## config.mk

```make
export PLATFORM = sky130hd
export DESIGN_NAME = dmem_port_arbiter
export DESIGN_NICKNAME = d
export VERILOG_FILES = /design/src/rtl/dmem_arb_pkg.sv /design/src/rtl/dmem_port_arbiter_rr_arb2.sv /design/src/rtl/dmem_port_arbiter.sv
export SDC_FILE = /design/constraint.sdc
export NUM_CORES = 1
export LEC_CHECK = 0
export CAP_MARGIN = 40
export CELL_PAD_IN_SITES_DETAIL_PLACEMENT = 1
export CELL_PAD_IN_SITES_GLOBAL_PLACEMENT = 1
export CORE_ASPECT_RATIO = 0.5
export CORE_MARGIN = 1.5
export CORE_UTILIZATION = 19
export CTS_CLUSTER_SIZE = 40
export DETAILED_ROUTE_END_ITERATION = 12
export HOLD_SLACK_MARGIN = 0.15
export PLACE_DENSITY = 0.77
export SLEW_MARGIN = 5
export SYNTH_ARGS = -nofsm -noshare
export SYNTH_HDL_FRONTEND = slang
export SYNTH_SLANG_ARGS = --single-unit
```

## constraint.sdc

```tcl
create_clock -name i_clk -period 1.9 [get_ports i_clk]
set_clock_uncertainty 0.1 [all_clocks]
set_input_delay 0.19 -clock i_clk [delete_from_list [all_inputs] [get_ports i_clk]]
set_output_delay 0.19 -clock i_clk [all_outputs]
set_load 0.1 [all_outputs]
```

## src/rtl/dmem_arb_pkg.sv

```systemverilog
// Shared types and constants for the data-RAM port arbiter.
package dmem_arb_pkg;

   typedef enum logic {
      ST_ARB  = 1'b0,
      ST_LOCK = 1'b1
   } arb_state_e;

   localparam logic PORT_CPU = 1'b0;
   localparam logic PORT_FLT = 1'b1;

   localparam int DATA_W_DEF = 32;

   function automatic int be_width(input int data_w);
      return data_w / 8;
   endfunction

   localparam int BE_W = be_width(DATA_W_DEF);

endpackage

```

## src/rtl/dmem_port_arbiter_rr_arb2.sv

```systemverilog
// Two-way round-robin picker; remembers the last winner and favours the other side on a tie.
module rr_arb2
   import dmem_arb_pkg::*;
(
   input  logic i_clk,
   input  logic i_rst,
   input  logic i_req_cpu,
   input  logic i_req_flt,
   input  logic i_prio_cpu,
   input  logic i_upd,
   input  logic i_upd_idx,
   input  logic i_set_last_flt,
   output logic o_valid,
   output logic o_idx
);

   logic r_last;

   always_comb begin
      o_valid = i_req_cpu | i_req_flt;
      if (i_req_cpu && i_req_flt) begin
         o_idx = i_prio_cpu ? PORT_CPU : ~r_last;
      end else if (i_req_flt) begin
         o_idx = PORT_FLT;
      end else begin
         o_idx = PORT_CPU;
      end
   end

   // A real grant always wins over the lock-exit preset.
   always_ff @(posedge i_clk) begin
      if (i_rst) begin
         r_last <= PORT_CPU;
      end else if (i_upd) begin
         r_last <= i_upd_idx;
      end else if (i_set_last_flt) begin
         r_last <= PORT_FLT;
      end else begin
         r_last <= r_last;
      end
   end

endmodule

```

## src/rtl/dmem_port_arbiter.sv

```systemverilog
// Arbitrates the single-port data RAM between the CPU memory stage and the filter stream,
// with filter burst lock and a bounded CPU wait.
module dmem_port_arbiter
   import dmem_arb_pkg::*;
#(
   parameter  int MEM_WORDS    = 1024,
   parameter  int DATA_W       = 32,
   parameter  int STARVE_LIMIT = 8,
   localparam int AW           = $clog2(MEM_WORDS),
   localparam int BW           = be_width(DATA_W),
   localparam int CW           = $clog2(STARVE_LIMIT + 1)
)(
   input  logic              i_clk,
   input  logic              i_rst,
   input  logic              i_cpu_req,
   input  logic              i_cpu_we,
   input  logic [31:0]       i_cpu_addr,
   input  logic [DATA_W-1:0] i_cpu_wdata,
   input  logic [BW-1:0]     i_cpu_be,
   output logic              o_cpu_gnt,
   output logic              o_cpu_rvalid,
   output logic [DATA_W-1:0] o_cpu_rdata,
   input  logic              i_flt_req,
   input  logic              i_flt_we,
   input  logic [31:0]       i_flt_addr,
   input  logic [DATA_W-1:0] i_flt_wdata,
   input  logic [BW-1:0]     i_flt_be,
   input  logic              i_flt_lock,
   output logic              o_flt_gnt,
   output logic              o_flt_rvalid,
   output logic [DATA_W-1:0] o_flt_rdata,
   output logic              o_mem_en,
   output logic [BW-1:0]     o_mem_we,
   output logic [AW-1:0]     o_mem_addr,
   output logic [DATA_W-1:0] o_mem_wdata,
   input  logic [DATA_W-1:0] i_mem_rdata,
   output logic              o_err_oob
);

   arb_state_e        r_state;
   logic [CW-1:0]     r_wait;
   logic              r_pend;
   logic              r_pend_owner;
   logic              r_pend_oob;
   logic              r_err;
   logic [DATA_W-1:0] r_cpu_rdata;
   logic [DATA_W-1:0] r_flt_rdata;

   logic              w_locked, w_exit, w_starve;
   logic              w_pick_valid, w_pick_idx;
   logic              w_cpu_gnt, w_flt_gnt, w_gnt;
   logic              w_sel_we, w_oob;
   logic [31:0]       w_sel_addr;
   logic [DATA_W-1:0] w_sel_wdata;
   logic [BW-1:0]     w_sel_be;
   logic [DATA_W-1:0] w_rd_value;
   logic              w_cpu_rvalid, w_flt_rvalid;

   assign w_locked = (r_state == ST_LOCK) & i_flt_lock;
   assign w_exit   = (r_state == ST_LOCK) & ~i_flt_lock;
   assign w_starve = w_locked & i_cpu_req & (r_wait == CW'(STARVE_LIMIT));

   rr_arb2 u_rr (
      .i_clk          (i_clk),
      .i_rst          (i_rst),
      .i_req_cpu      (i_cpu_req),
      .i_req_flt      (i_flt_req),
      .i_prio_cpu     (w_exit),
      .i_upd          (w_gnt),
      .i_upd_idx      (w_flt_gnt),
      .i_set_last_flt (w_exit),
      .o_valid        (w_pick_valid),
      .o_idx          (w_pick_idx)
   );

   // While locked the filter owns the port except for the one forced CPU slot.
   always_comb begin
      if (i_rst) begin
         w_cpu_gnt = 1'b0;
         w_flt_gnt = 1'b0;
      end else if (w_locked) begin
         w_cpu_gnt = w_starve;
         w_flt_gnt = i_flt_req & ~w_starve;
      end else begin
         w_cpu_gnt = w_pick_valid & (w_pick_idx == PORT_CPU);
         w_flt_gnt = w_pick_valid & (w_pick_idx == PORT_FLT);
      end
   end

   assign w_gnt = w_cpu_gnt | w_flt_gnt;

   always_comb begin
      if (w_flt_gnt) begin
         w_sel_we    = i_flt_we;
         w_sel_addr  = i_flt_addr;
         w_sel_wdata = i_flt_wdata;
         w_sel_be    = i_flt_be;
      end else begin
         w_sel_we    = i_cpu_we;
         w_sel_addr  = i_cpu_addr;
         w_sel_wdata = i_cpu_wdata;
         w_sel_be    = i_cpu_be;
      end
   end

   assign w_oob       = w_sel_addr >= 32'(MEM_WORDS * 4);
   assign o_cpu_gnt   = w_cpu_gnt;
   assign o_flt_gnt   = w_flt_gnt;
   assign o_mem_en    = w_gnt & ~w_oob;
   assign o_mem_we    = (o_mem_en & w_sel_we) ? w_sel_be : {BW{1'b0}};
   assign o_mem_addr  = w_sel_addr[AW+1:2];
   assign o_mem_wdata = w_sel_wdata;

   // Out-of-range reads return zero instead of whatever the RAM last produced.
   assign w_rd_value   = r_pend_oob ? {DATA_W{1'b0}} : i_mem_rdata;
   assign w_cpu_rvalid = ~i_rst & r_pend & (r_pend_owner == PORT_CPU);
   assign w_flt_rvalid = ~i_rst & r_pend & (r_pend_owner == PORT_FLT);
   assign o_cpu_rvalid = w_cpu_rvalid;
   assign o_flt_rvalid = w_flt_rvalid;
   assign o_cpu_rdata  = i_rst ? {DATA_W{1'b0}} : (w_cpu_rvalid ? w_rd_value : r_cpu_rdata);
   assign o_flt_rdata  = i_rst ? {DATA_W{1'b0}} : (w_flt_rvalid ? w_rd_value : r_flt_rdata);
   assign o_err_oob    = r_err;

   // Lock FSM, CPU wait counter, read-return pipeline and sticky error.
   always_ff @(posedge i_clk) begin
      if (i_rst) begin
         r_state      <= ST_ARB;
         r_wait       <= {CW{1'b0}};
         r_pend       <= 1'b0;
         r_pend_owner <= PORT_CPU;
         r_pend_oob   <= 1'b0;
         r_err        <= 1'b0;
         r_cpu_rdata  <= {DATA_W{1'b0}};
         r_flt_rdata  <= {DATA_W{1'b0}};
      end else begin
         case (r_state)
            ST_ARB:  r_state <= (w_flt_gnt & i_flt_lock) ? ST_LOCK : ST_ARB;
            ST_LOCK: r_state <= i_flt_lock ? ST_LOCK : ST_ARB;
            default: r_state <= ST_ARB;
         endcase

         if (w_cpu_gnt) begin
            r_wait <= {CW{1'b0}};
         end else if (i_cpu_req && (r_wait != CW'(STARVE_LIMIT))) begin
            r_wait <= r_wait + CW'(1);
         end else begin
            r_wait <= r_wait;
         end

         r_pend       <= w_gnt & ~w_sel_we;
         r_pend_owner <= w_flt_gnt;
         r_pend_oob   <= w_oob;

         if (w_cpu_rvalid) r_cpu_rdata <= w_rd_value;
         if (w_flt_rvalid) r_flt_rdata <= w_rd_value;
         if (w_gnt & w_oob) r_err <= 1'b1;
      end
   end

endmodule
```

==> metrics.cfg <==
[status]
outcome=finished, violations left
violations=negative setup slack

[timing]
fin_tns_setup_ns=-40.52
fmax_mhz=359.4
setup_violations=93
slew_headroom_pct=77.44
maxSlewViolCount=0
worst_slew_pin_slew_ns=0.3370
fin_crit_sh_pct=146.4
rsz0062_at_grt=yes
layout_min_cycle_time_ns=2.782
hold_ws_ns=0.4147
worst_slack_ns=-0.8822
hold_viol=0

[cts]
cts_tree=yes
clock_latency_ns=0.34
numClockSinks=74
cts_buffer_depth=2
root_buffer=clkbuf_16
clkTransAtPathRegs_ns=0.06
ctsHtreeMaxLevel=3
cts_buffers=9

[route]
wl_met3_mm=1.022
topRoutingLayerUsed=met4
drt-total-wl_mm=25.36
wl_met2_mm=13.59
wire_per_inst_um=25.95
drtIter0Drc=164
wl_met1_mm=9.840
ant_nets=0
vias_per_cell=4.770
drtPass1Iterations=4
route.detailed.drc=0
vias=4660

[global_route]
antenna_found_initial=0
grt-ovfl-total=0
grt_pass1_wl_mm=32.57
grt_use_total_pct=23.46
grt_pass1_vias=5153
grt_max_degree=32

[finish]
final_cells=977
final_nets=915
drive_gt1_share_pct=57.34
synthToLayoutAreaGrowth_pct=210.8
n_antenna_cell=0
final_core_util_pct=60.72

[critical_path]
crit_type=flip-flop to primary output
crit_fanout=8
arrival_ns=2.49
end_kind=primary output
worst_ep_required_time_ns=1.61
cp-start-kind=flip-flop

[synth]
ys_warn_count=0
syn-num-nets=552
syn_area_sq_mm=0.003407
seq_area_frac_synth_pct=43.48
async_flop_share_pct=0
synth-edff-count=0
syn_inst=375
synth_cell_types=31
ys_seq_elements=74
avgSynthCellArea_sq_um=9.085
dominantRegCellSynth=dfxtp_1

[placed_design]
port_buffers=286
place_congestion=0.7952
dpl.hpwl_mm=14.72
dp_cells=910

[floorplan]
die_x_um=192.4
io_pins=291
die_h_um=97.69
initial_core_util_pct=19.53
core_area_sq_mm=0.01744
rows=34
die_area_sq_mm=0.01879

[pwr]
peakVddDrop_mv=0.4214
pwr_density_cell_mw_per_mm2=540.2
power_mw=5.721
p_leak_nw=3.995

[run]
timing.max_cap.violations=0

[worst_hold_path]
hp-class=flip-flop to flip-flop

[critical path, cell delays in order, from the launching register on]
cell and delay, ns:
dfxtp_2 0.33, inv_2 0.08, ha_4 0.13, and3b_2 0.22
nand4_1 0.15, and4_4 0.26, mux2i_4 0.21, buf_6 0.16
nor4b_4 0.39, buf_12 0.22
[per-stage QoR]
step / cell area (sq um) / worst slack (ns)
final: 10590 / -0.8822
after global placement: 8715 / -0.4862
after global routing: 10590 / -0.9145
after CTS: 9545 / -0.7184
after floorplan: 4078 / -0.8199
after detailed placement: 8715 / -0.5760
[where the power goes]
group	total (mW)	internal (mW)	switching [mW]
Sequential	1.63	1.59	0.0383
Combinational	2.49	1.10	1.40
Clock	1.60	0.908	0.689
Total	5.72	3.60	2.12
[synth_stat cells, drive strengths merged (2+ instances only)]
master	instances	area share [%]
nand2	3	0.33
nor4b	4	1.0
nand4	2	0.37
nor4	10	1.8
dfxtp	74	43
and4	2	0.51
and2	3	0.55
clkbuf	20	2.2
buf	10	1.9
a21oi	4	0.59
nand2b	33	6.1
mux2	42	15
nand3	68	10
xor2	2	0.51
ha	2	0.73
inv	8	0.88
nand3b	2	0.44
nor2	8	0.88
o21ai	65	9.5
mux2i	7	2.2
[worst paths after layout]
path,cells after the start,endpoint,from,slack [ns]
worst min register to register,2,r_flt_rdata[18],r_flt_rdata[18],0.41
worst min-delay path,2,r_flt_rdata[18],r_flt_rdata[18],0.41
worst max-delay path,9,o_mem_we[2],r_wait[0],-0.88
worst max register to register,9,o_err_oob,r_wait[0],-0.24
[sequential cells by signal, indices dropped and copies added (netlist names)]
register and flops:
o_err_oob 1, r_cpu_rdata 32, r_flt_rdata 32, r_pend 1
r_pend_oob 1, r_pend_owner 1, r_state 1, r_wait 4
u_rr.r_last 1
[cells in the final DEF (no fill, tap or decap), types with 3 or more instances in the layout]
master	Yosys	layout
nor2_1	8	8
nand2b_1	33	22
nand2b_2	0	10
buf_8	0	3
clkbuf_16	0	14
mux2_2	35	4
nand3_4	0	34
buf_12	0	131
buf_16	0	6
o21ai_2	0	7
nand3_2	0	19
buf_6	3	22
clkinv_2	0	5
buf_4	0	45
nor4b_4	0	4
and2_4	0	3
clkdlybuf4s50_1	0	169
nand2_1	3	3
inv_1	7	4
dfxtp_1	74	70
nor4_1	10	10
inv_2	1	3
mux2i_4	0	4
o21ai_4	0	58
nand3_1	68	15
mux2_4	7	38
[layer usage]
layer | global-route usage [%] | vias to the layer above
li1 | - | 2077
met1 | 25.17 | 2328
met2 | 44.44 | 201
met3 | 4.478 | 54
met4 | 10.08 | 0
met5 | 0 | -
[final cells by class]
| cell class | count | area [sq um] |
|---|---|---|
| fillers | 1665 | 6852 |
| repair buffers | 382 | 5244 |
| multi-input cells | 263 | 3258 |
| flip-flops and latches | 74 | 1491 |
| well taps | 234 | 292.8 |
| clock buffers | 10 | 239.0 |
| clock inverters | 6 | 32.53 |
| inverters | 8 | 32.53 |
[logic make-up after synthesis]
logic type	after synthesis	share of synthesized area, %
buf+inv	38	4.957
compound gates	71	10.61
mux	49	16.82
flops	74	43.48
fa+ha+maj	2	0.7344
xor+xnor	3	0.7713
simple gates	138	22.62
[timing repair]
item,4_1_cts,5_1_grt
gates resized for setup,60,142
buffers inserted,17,25
setup endpoints to repair,122,113
pin swaps,10,57
cloned,6,6
hold buffers,0,0
No activity file was read; power rests on OpenSTA's default activity.
